`src/rtl/bft_pkt_rr_arbiter_if.sv`:
```
// bft_pkt_rr_arbiter_if: flit bus between N_IN input streams, the arbiter and the shared output link.
// The slave modport is the arbiter's view; the master modport is the upstream/downstream side.
interface bft_pkt_rr_arbiter_if #(
    parameter int N_IN = 2,
    parameter int W    = 35
);
    logic [N_IN*W-1:0] s_wdata;
    logic [N_IN-1:0]   s_wvalid;
    logic [N_IN-1:0]   s_wlast;
    logic [N_IN-1:0]   s_wready;
    logic [W-1:0]      m_wdata;
    logic              m_wvalid;
    logic              m_wlast;
    logic              m_wready;

    modport slave (
        input  s_wdata, s_wvalid, s_wlast, m_wready,
        output s_wready, m_wdata, m_wvalid, m_wlast
    );

    modport master (
        output s_wdata, s_wvalid, s_wlast, m_wready,
        input  s_wready, m_wdata, m_wvalid, m_wlast
    );
endinterface

```
`src/rtl/bft_pkt_rr_arbiter.sv`:
```
// bft_pkt_rr_arbiter: packet-atomic round-robin arbiter with a registered output stage.
// Optional ARB_GRANT_STATS_EN adds saturating per-stream packet grant counters on grant_cnt.
module bft_pkt_rr_arbiter #(
    parameter int N_IN = 2,
    parameter int D_W  = 32,
    parameter int A_W  = 3,
    localparam int W   = A_W + D_W,
    localparam int GW  = $clog2(N_IN)
) (
    input  logic                 clk,
    input  logic                 rst_n,
    input  logic                 ce,
    bft_pkt_rr_arbiter_if.slave  bus,
    output logic [GW-1:0]        grant_id,
    output logic                 busy
`ifdef ARB_GRANT_STATS_EN
    ,
    output logic [N_IN*16-1:0]   grant_cnt
`endif
);
    typedef enum logic {IDLE, LOCK} state_t;

    state_t        r_state, w_state;
    logic [GW-1:0] r_ptr, r_gid, w_ptr, w_gid, w_pick, w_idx;
    logic [W-1:0]  r_data;
    logic          r_valid, r_last;
    logic          w_req, w_open, w_xfer;
    logic [W-1:0]  w_in [N_IN];

    for (genvar i = 0; i < N_IN; i++) begin : g_in
        assign w_in[i] = bus.s_wdata[i*W +: W];
    end

    // Scan downward so the requester closest to r_ptr is the last (winning) assignment
    always_comb begin
        w_pick = r_ptr;
        w_idx  = r_ptr;
        for (int k = N_IN - 1; k >= 0; k--) begin
            w_idx = GW'((int'(r_ptr) + k) % N_IN);
            if (bus.s_wvalid[w_idx]) w_pick = w_idx;
        end
    end

    assign w_req        = |bus.s_wvalid;
    assign w_open       = ce && r_state == LOCK && (!r_valid || bus.m_wready);
    assign w_xfer       = w_open && bus.s_wvalid[r_gid];
    assign bus.s_wready = w_open ? N_IN'(1) << r_gid : '0;

    always_comb begin
        w_state = r_state;
        w_gid   = r_gid;
        w_ptr   = r_ptr;
        if (r_state == IDLE && w_req) begin
            w_state = LOCK;
            w_gid   = w_pick;
        end
        if (w_xfer && bus.s_wlast[r_gid]) begin
            w_state = IDLE;
            w_ptr   = (r_gid == GW'(N_IN - 1)) ? '0 : r_gid + 1'b1;
        end
    end

    always_ff @(posedge clk or negedge rst_n) begin
        if (!rst_n) begin
            r_state <= IDLE;
            r_gid   <= '0;
            r_ptr   <= '0;
        end else if (ce) begin
            r_state <= w_state;
            r_gid   <= w_gid;
            r_ptr   <= w_ptr;
        end
    end

    // Load and drain in the same cycle keeps a packet at one flit per cycle
    always_ff @(posedge clk or negedge rst_n) begin
        if (!rst_n) begin
            r_data  <= '0;
            r_last  <= 1'b0;
            r_valid <= 1'b0;
        end else if (w_xfer) begin
            r_data  <= w_in[r_gid];
            r_last  <= bus.s_wlast[r_gid];
            r_valid <= 1'b1;
        end else if (ce && bus.m_wready) begin
            r_valid <= 1'b0;
        end
    end

    assign bus.m_wdata  = r_data;
    assign bus.m_wlast  = r_last;
    assign bus.m_wvalid = r_valid;
    assign grant_id     = r_gid;
    assign busy         = r_state == LOCK;

`ifdef ARB_GRANT_STATS_EN
    for (genvar i = 0; i < N_IN; i++) begin : g_cnt
        logic [15:0] r_cnt;
        always_ff @(posedge clk or negedge rst_n) begin
            if (!rst_n) r_cnt <= '0;
            else if (ce && r_state == IDLE && w_req && w_pick == GW'(i) && r_cnt != 16'hFFFF) r_cnt <= r_cnt + 1'b1;
        end
        assign grant_cnt[i*16 +: 16] = r_cnt;
    end
`endif
endmodule

```
`src/flat_wrapper.sv`:
```
// flat-port wrapper written by rule: the top's interface ports become plain ports
module bft_pkt_rr_arbiter_flat 
#(
    parameter int N_IN = 2,
    parameter int D_W  = 32,
    parameter int A_W  = 3,
    localparam int W   = A_W + D_W,
    localparam int GW  = $clog2(N_IN)
)
  (clk, rst_n, ce, grant_id, busy, bus_s_wdata, bus_s_wvalid, bus_s_wlast, bus_m_wready, bus_s_wready, bus_m_wdata, bus_m_wvalid, bus_m_wlast);
  bft_pkt_rr_arbiter_if #(.N_IN(N_IN), .W((35))) bus_i ();
  input  logic clk;
  input  logic rst_n;
  input  logic ce;
  output logic [GW-1:0] grant_id;
  output logic busy;
  input wire logic [$bits(bus_i.s_wdata)-1:0] bus_s_wdata;
  input wire logic [$bits(bus_i.s_wvalid)-1:0] bus_s_wvalid;
  input wire logic [$bits(bus_i.s_wlast)-1:0] bus_s_wlast;
  input wire logic [$bits(bus_i.m_wready)-1:0] bus_m_wready;
  output wire logic [$bits(bus_i.s_wready)-1:0] bus_s_wready;
  output wire logic [$bits(bus_i.m_wdata)-1:0] bus_m_wdata;
  output wire logic [$bits(bus_i.m_wvalid)-1:0] bus_m_wvalid;
  output wire logic [$bits(bus_i.m_wlast)-1:0] bus_m_wlast;
  assign bus_i.s_wdata = bus_s_wdata;
  assign bus_i.s_wvalid = bus_s_wvalid;
  assign bus_i.s_wlast = bus_s_wlast;
  assign bus_i.m_wready = bus_m_wready;
  assign bus_s_wready = bus_i.s_wready;
  assign bus_m_wdata = bus_i.m_wdata;
  assign bus_m_wvalid = bus_i.m_wvalid;
  assign bus_m_wlast = bus_i.m_wlast;
  bft_pkt_rr_arbiter #(.N_IN(N_IN), .D_W(D_W), .A_W(A_W)) u_core (.clk(clk), .rst_n(rst_n), .ce(ce), .bus(bus_i), .grant_id(grant_id), .busy(busy));
endmodule
```
`config.mk`:
```
export PLATFORM = sky130hd
export DESIGN_NAME = bft_pkt_rr_arbiter_flat
export DESIGN_NICKNAME = d
export VERILOG_FILES = /design/src/rtl/bft_pkt_rr_arbiter_if.sv /design/src/rtl/bft_pkt_rr_arbiter.sv /design/src/flat_wrapper.sv
export SDC_FILE = /design/constraint.sdc
export NUM_CORES = 1
export LEC_CHECK = 0
export BUFFER_PORTS_ARGS = -buffer_cell sky130_fd_sc_hd__buf_2
export CELL_PAD_IN_SITES_DETAIL_PLACEMENT = 2
export CELL_PAD_IN_SITES_GLOBAL_PLACEMENT = 2
export CORE_ASPECT_RATIO = 1.5
export CORE_MARGIN = 4
export CORE_UTILIZATION = 26
export DETAILED_ROUTE_END_ITERATION = 7
export PLACE_DENSITY = 0.84
export SETUP_SLACK_MARGIN = 0.5
export SLEW_MARGIN = 0
export SYNTH_ARGS = -nofsm -noshare
export SYNTH_HDL_FRONTEND = slang
export SYNTH_SLANG_ARGS = --single-unit
export TNS_END_PERCENT = 10
```
`constraint.sdc`:
```
create_clock -name clk -period 1.8 [get_ports clk]
set_clock_uncertainty 0.05 [all_clocks]
set_input_delay 0.54 -clock clk [delete_from_list [all_inputs] [get_ports clk]]
set_output_delay 0.54 -clock clk [all_outputs]
set_load 0.02 [all_outputs]
```
; ---- Yosys cells after proc, flatten, opt, wreduce, memory -nomap -nowiden
; Index checks and enable logic that the tools add are counted.
[classes]
order_cmp = 4
bitwise = 2
n_reduce_logical = 14
muxes = 19
shift = 1
addsub = 2
[op_table]
columns = op, n
row1 = two-way mux 35 bit, 3
row2 = two-way mux 1 bit, 15
row3 = logical AND 1 bit, 6
row4 = less-than comparator 1 x 2 -> 1 bit (second input constant), 3
row5 = AND reduction 2 bit, 3
row6 = nonzero test 2 bit, 2
row7 = adder 1 bit (second input constant), 2
row8 = greater-or-equal comparator 2 bit (second input constant), 1
row9 = two-way mux 2 bit, 1
row10 = inverter 1 -> 2 bit, 1
row11 = OR reduction 2 bit, 1
row12 = left shift 1 x 1 -> 2 bit (first input constant), 1
row13 = zero test 1 bit, 1
row14 = logical OR 1 bit, 1
row15 = inverter 1 bit, 1
[totals]
output_inout_bits = 41
in_bits = 78
word_cells = 48
regBits = 40

; ---- Depth between registers and ports, before layout
[depth]
depth_word = 7
mapped_depth = 5
ltp_nobuf = 3

; ---- Least setup slack after synthesis
; No wires, ideal clock.
[synth_path]
path_kind = register to output
from = register u_core.r_gid (netlist: u_core.grant_id)
to = output bus_s_wready[1]
n_path_buf = 2
arrival_ns = 1.523
setup_slack_ns = -0.313
required_ns = 1.210
stages_incl_launch_ff = 4
cell_sequence = dfrtp_1 -> buf_2 -> buf_2 -> nor3b_1
[synth_between]
elab_chain_len = 2
[synth_rtl]
columns = item, line
row1 = "start, declared", bft_pkt_rr_arbiter.sv:24  ; logic [GW-1:0] r_ptr, r_gid, w_ptr, w_gid, w_pick, w_idx;
row2 = "start signal, assigned", bft_pkt_rr_arbiter.sv:70  ; r_gid <= w_gid;
row3 = left shift 1 x 1 -> 2 bit, bft_pkt_rr_arbiter.sv:47  ; assign bus.s_wready = w_open ? N_IN'(1) << r_gid : '0;
row4 = two-way mux 2 bit, bft_pkt_rr_arbiter.sv:47
row5 = "end, declared", flat_wrapper.sv:21  ; output wire logic [$bits(bus_i.s_wready)-1:0] bus_s_wready;
; Every way passes these cells.

; ---- Worst setup path after layout
[layout_path]
from = register u_core.r_gid (netlist: u_core.grant_id)
to = output bus_s_wready[0]
; The elaborated chain is that of the path after synthesis.

==> impl_metrics.py <==
metrics = {
    "detailed_routing": {
        "drt_iter0_markers": 24,
        "routed-via-count": 1710,
        "wl_mm": 7.13,
        "drc": 0,
        "avgViaCountPerCell": 4.49,
        "final_antenna_net_count": 0,
        "wl_per_cell_um": 18.7,
        "drt_first_pass_iters": 3,
    },
    "run": {
        "max-cap-violations": 0,
    },
    "critical_path": {
        "critPathRequiredTime_ns": 1.21,
        "critPathLaunchType": "register",
        "arrival_ns": 1.19,
        "crit_start": "u_core.grant_id$_DFFE_PN0P_",
        "r2r_slack_ns": 0.07,
        "r2r_end": "u_core.bus.m_wlast$_DFFE_PN0P_",
        "ff2ff_path_depth": 5,
        "r2r_start": "u_core.grant_id$_DFFE_PN0P_",
        "crit_type": "reg -> out",
        "worstSetupEndpointType": "output port",
        "worst-path-max-fanout": 4,
    },
    "clock_network": {
        "cts_tree": "built",
        "cts_max_path_buffers": 2,
        "path_clk_slew_ns": 0.06,
        "postCtsHoldBufs": 0,
        "cts_root_buffer": "clkbuf_16",
        "clock_latency_ns": 0.28,
        "cts_made_buffers": 5,
        "htreeDepth": 2,
        "numClockSinks": 40,
    },
    "min_path": {
        "hp-class": "in -> async",
    },
    "global_routing": {
        "globalRouteOverflowTotal": 0,
        "track_usage_pct": 14.2,
        "grt_pass1_wl_mm": 9.98,
        "antenna_found_initial": 0,
        "grt_pass1_vias": 1965,
        "grt_max_degree": 20,
    },
    "place": {
        "placed_cells": 360,
        "dpl_cell_area_mm2": 0.00287,
        "finalWeightedCongestion": 0.750,
        "port_buffers": 118,
        "dp_hpwl_mm": 4.94,
    },
    "timing": {
        "slew_violations": 0,
        "setup_viol": 0,
        "final_hold_viol_count": 0,
        "timing.slew.headroom_pct": 69.6,
        "min_period_ns": 1.78,
        "tns_ns": 0,
        "fmax_mhz": 562,
        "fin_crit_sh_pct": 98.9,
        "worst_pin_slew_ns": 0.456,
        "rsz0062_at_grt": "true",
    },
    "yosys": {
        "ys_warn_count": 0,
        "syn_nets": 217,
        "yosys_register_bits": 40,
        "synthCells": 139,
        "synth-seq-area-share_pct": 49.8,
        "syn-cell-area_mm2": 0.00201,
        "syn_area_per_cell_um2": 14.5,
        "synth.distinct_cells": 24,
    },
    "final_layout": {
        "final_nets": 356,
        "final_area_mm2": 0.00346,
        "drive_gt1_share_pct": 76.7,
        "area_growth_pct": 72.2,
        "diodes": 0,
        "stdcell_count": 381,
    },
    "power": {
        "total_leakage_power_nw": 1.66,
        "p_per_area_mw_per_mm2": 1810,
        "peakVddDrop_mv": 0.656,
    },
    "die": {
        "fp.dieH_um": 116,
        "rows": 39,
        "core_mm2": 0.00756,
        "dieArea_mm2": 0.00923,
        "io_pins": 119,
        "start_util_pct": 26.6,
        "die_w_um": 79.8,
    },
    "status": {
        "outcome": "complete, no violations",
    },
}
==> state kept, by name (all words and copies together), names as in the netlist <==
name and cells:
u_core.busy 1, u_core.r_ptr 1, u_core.bus.m_wdata 35, u_core.bus.m_wlast 1
u_core.bus.m_wvalid 1, u_core.grant_id 1
==> placed cells by master, fill, tap and decap left out, types with 3 or more instances in the layout <==
cell type,count
buf_2,77
buf_6,41
mux2_2,39
dfrtp_1,38
mux2_4,20
buf_4,15
mux2_1,13
clkbuf_16,7
buf_12,3
==> per-layer routing <==
metal,global-route usage (%),vias up,routed length [µm]
met5,0,-,0
met1,14.2,864,2360
li1,-,786,-
met2,28.8,56,4370
met3,3.03,4,347
met4,3.49,0,57
==> how the worst max path moves through the flow <==
stage          depth (start not counted)                                 end  slack (ns)
2_1_floorplan                          5  u_core.bus.m_wdata[10]$_DFFE_PN0P_        0.17
3_3_place_gp                           5   u_core.bus.m_wdata[5]$_DFFE_PN0P_        0.02
3_5_place_dp                           5   u_core.bus.m_wdata[5]$_DFFE_PN0P_       -0.07
4_1_cts                                3                            grant_id        0.02
5_1_grt                                3                     bus_s_wready[0]       -0.02
6_report                               3                     bus_s_wready[0]        0.02
==> what timing repair did <==
action,in CTS,in global routing
pin swaps,3,2
gates cloned,2,2
resized for setup,8,80
setup endpoints to repair,80,81
setup buffers,8,1
==> layout make-up <==
cell class / instances / area [µm²]
Clock inverter: 1 / 5.00
Timing Repair Buffer: 140 / 1130
Tap cell: 102 / 128
Multi-Input combinational cell: 90 / 1050
Sequential cell: 40 / 1000
Inverter: 1 / 3.75
Clock buffer: 7 / 133
Fill cell: 763 / 4100
==> critical path, stage by stage, from the launching register on <==
cell	delay, ns
dfrtp_2	0.46
buf_12	0.15
nor3_4	0.16
buf_6	0.15
==> synth_stat cells <==
cell,instances,area share (%)
nor3_2,1,0.50
o2bb2ai_1,1,0.44
a31oi_1,1,0.31
buf_6,2,1.1
nor3_1,1,0.25
mux2_4,7,5.2
and2_1,1,0.31
a21oi_1,2,0.50
dfrtp_1,40,50
o21a_1,1,0.37
mux2_1,25,14
nand2_1,3,0.56
nor2b_1,2,0.62
buf_4,1,0.37
buf_2,3,0.75
inv_1,1,0.19
nor4b_1,1,0.44
nor3b_1,1,0.37
mux2_2,40,22
clkbuf_1,1,0.19
buf_1,1,0.19
a21o_1,1,0.37
nor2_1,1,0.19
mux2i_1,1,0.50
==> report_power, final <==
group | total, mW | switching, mW | internal [mW]
clock network | 0.839 | 0.327 | 0.512
registers | 1.74 | 0.371 | 1.37
logic | 3.68 | 1.52 | 2.15
==> cell families after synthesis <==
logic type,Yosys count,share of synthesized area (%)
mux,73,42.2
flops,40,49.8
simple gates,11,3.24
buf+inv,9,2.80
compound gates,6,1.99
==> through the flow <==
step                      hold WS, ns  setup WS (ns)  power [mW]  util, %
after global routing            0.182        -0.0242        6.61     45.7
after floorplan                 0.194          0.173        3.53        -
after detailed placement        0.424        -0.0748        4.46     37.9
after CTS                       0.166         0.0236        5.64     41.7
final                           0.158         0.0191        6.25     45.7
after global placement          0.414         0.0164        4.33     37.9
Power figures use the tool's default switching activity.
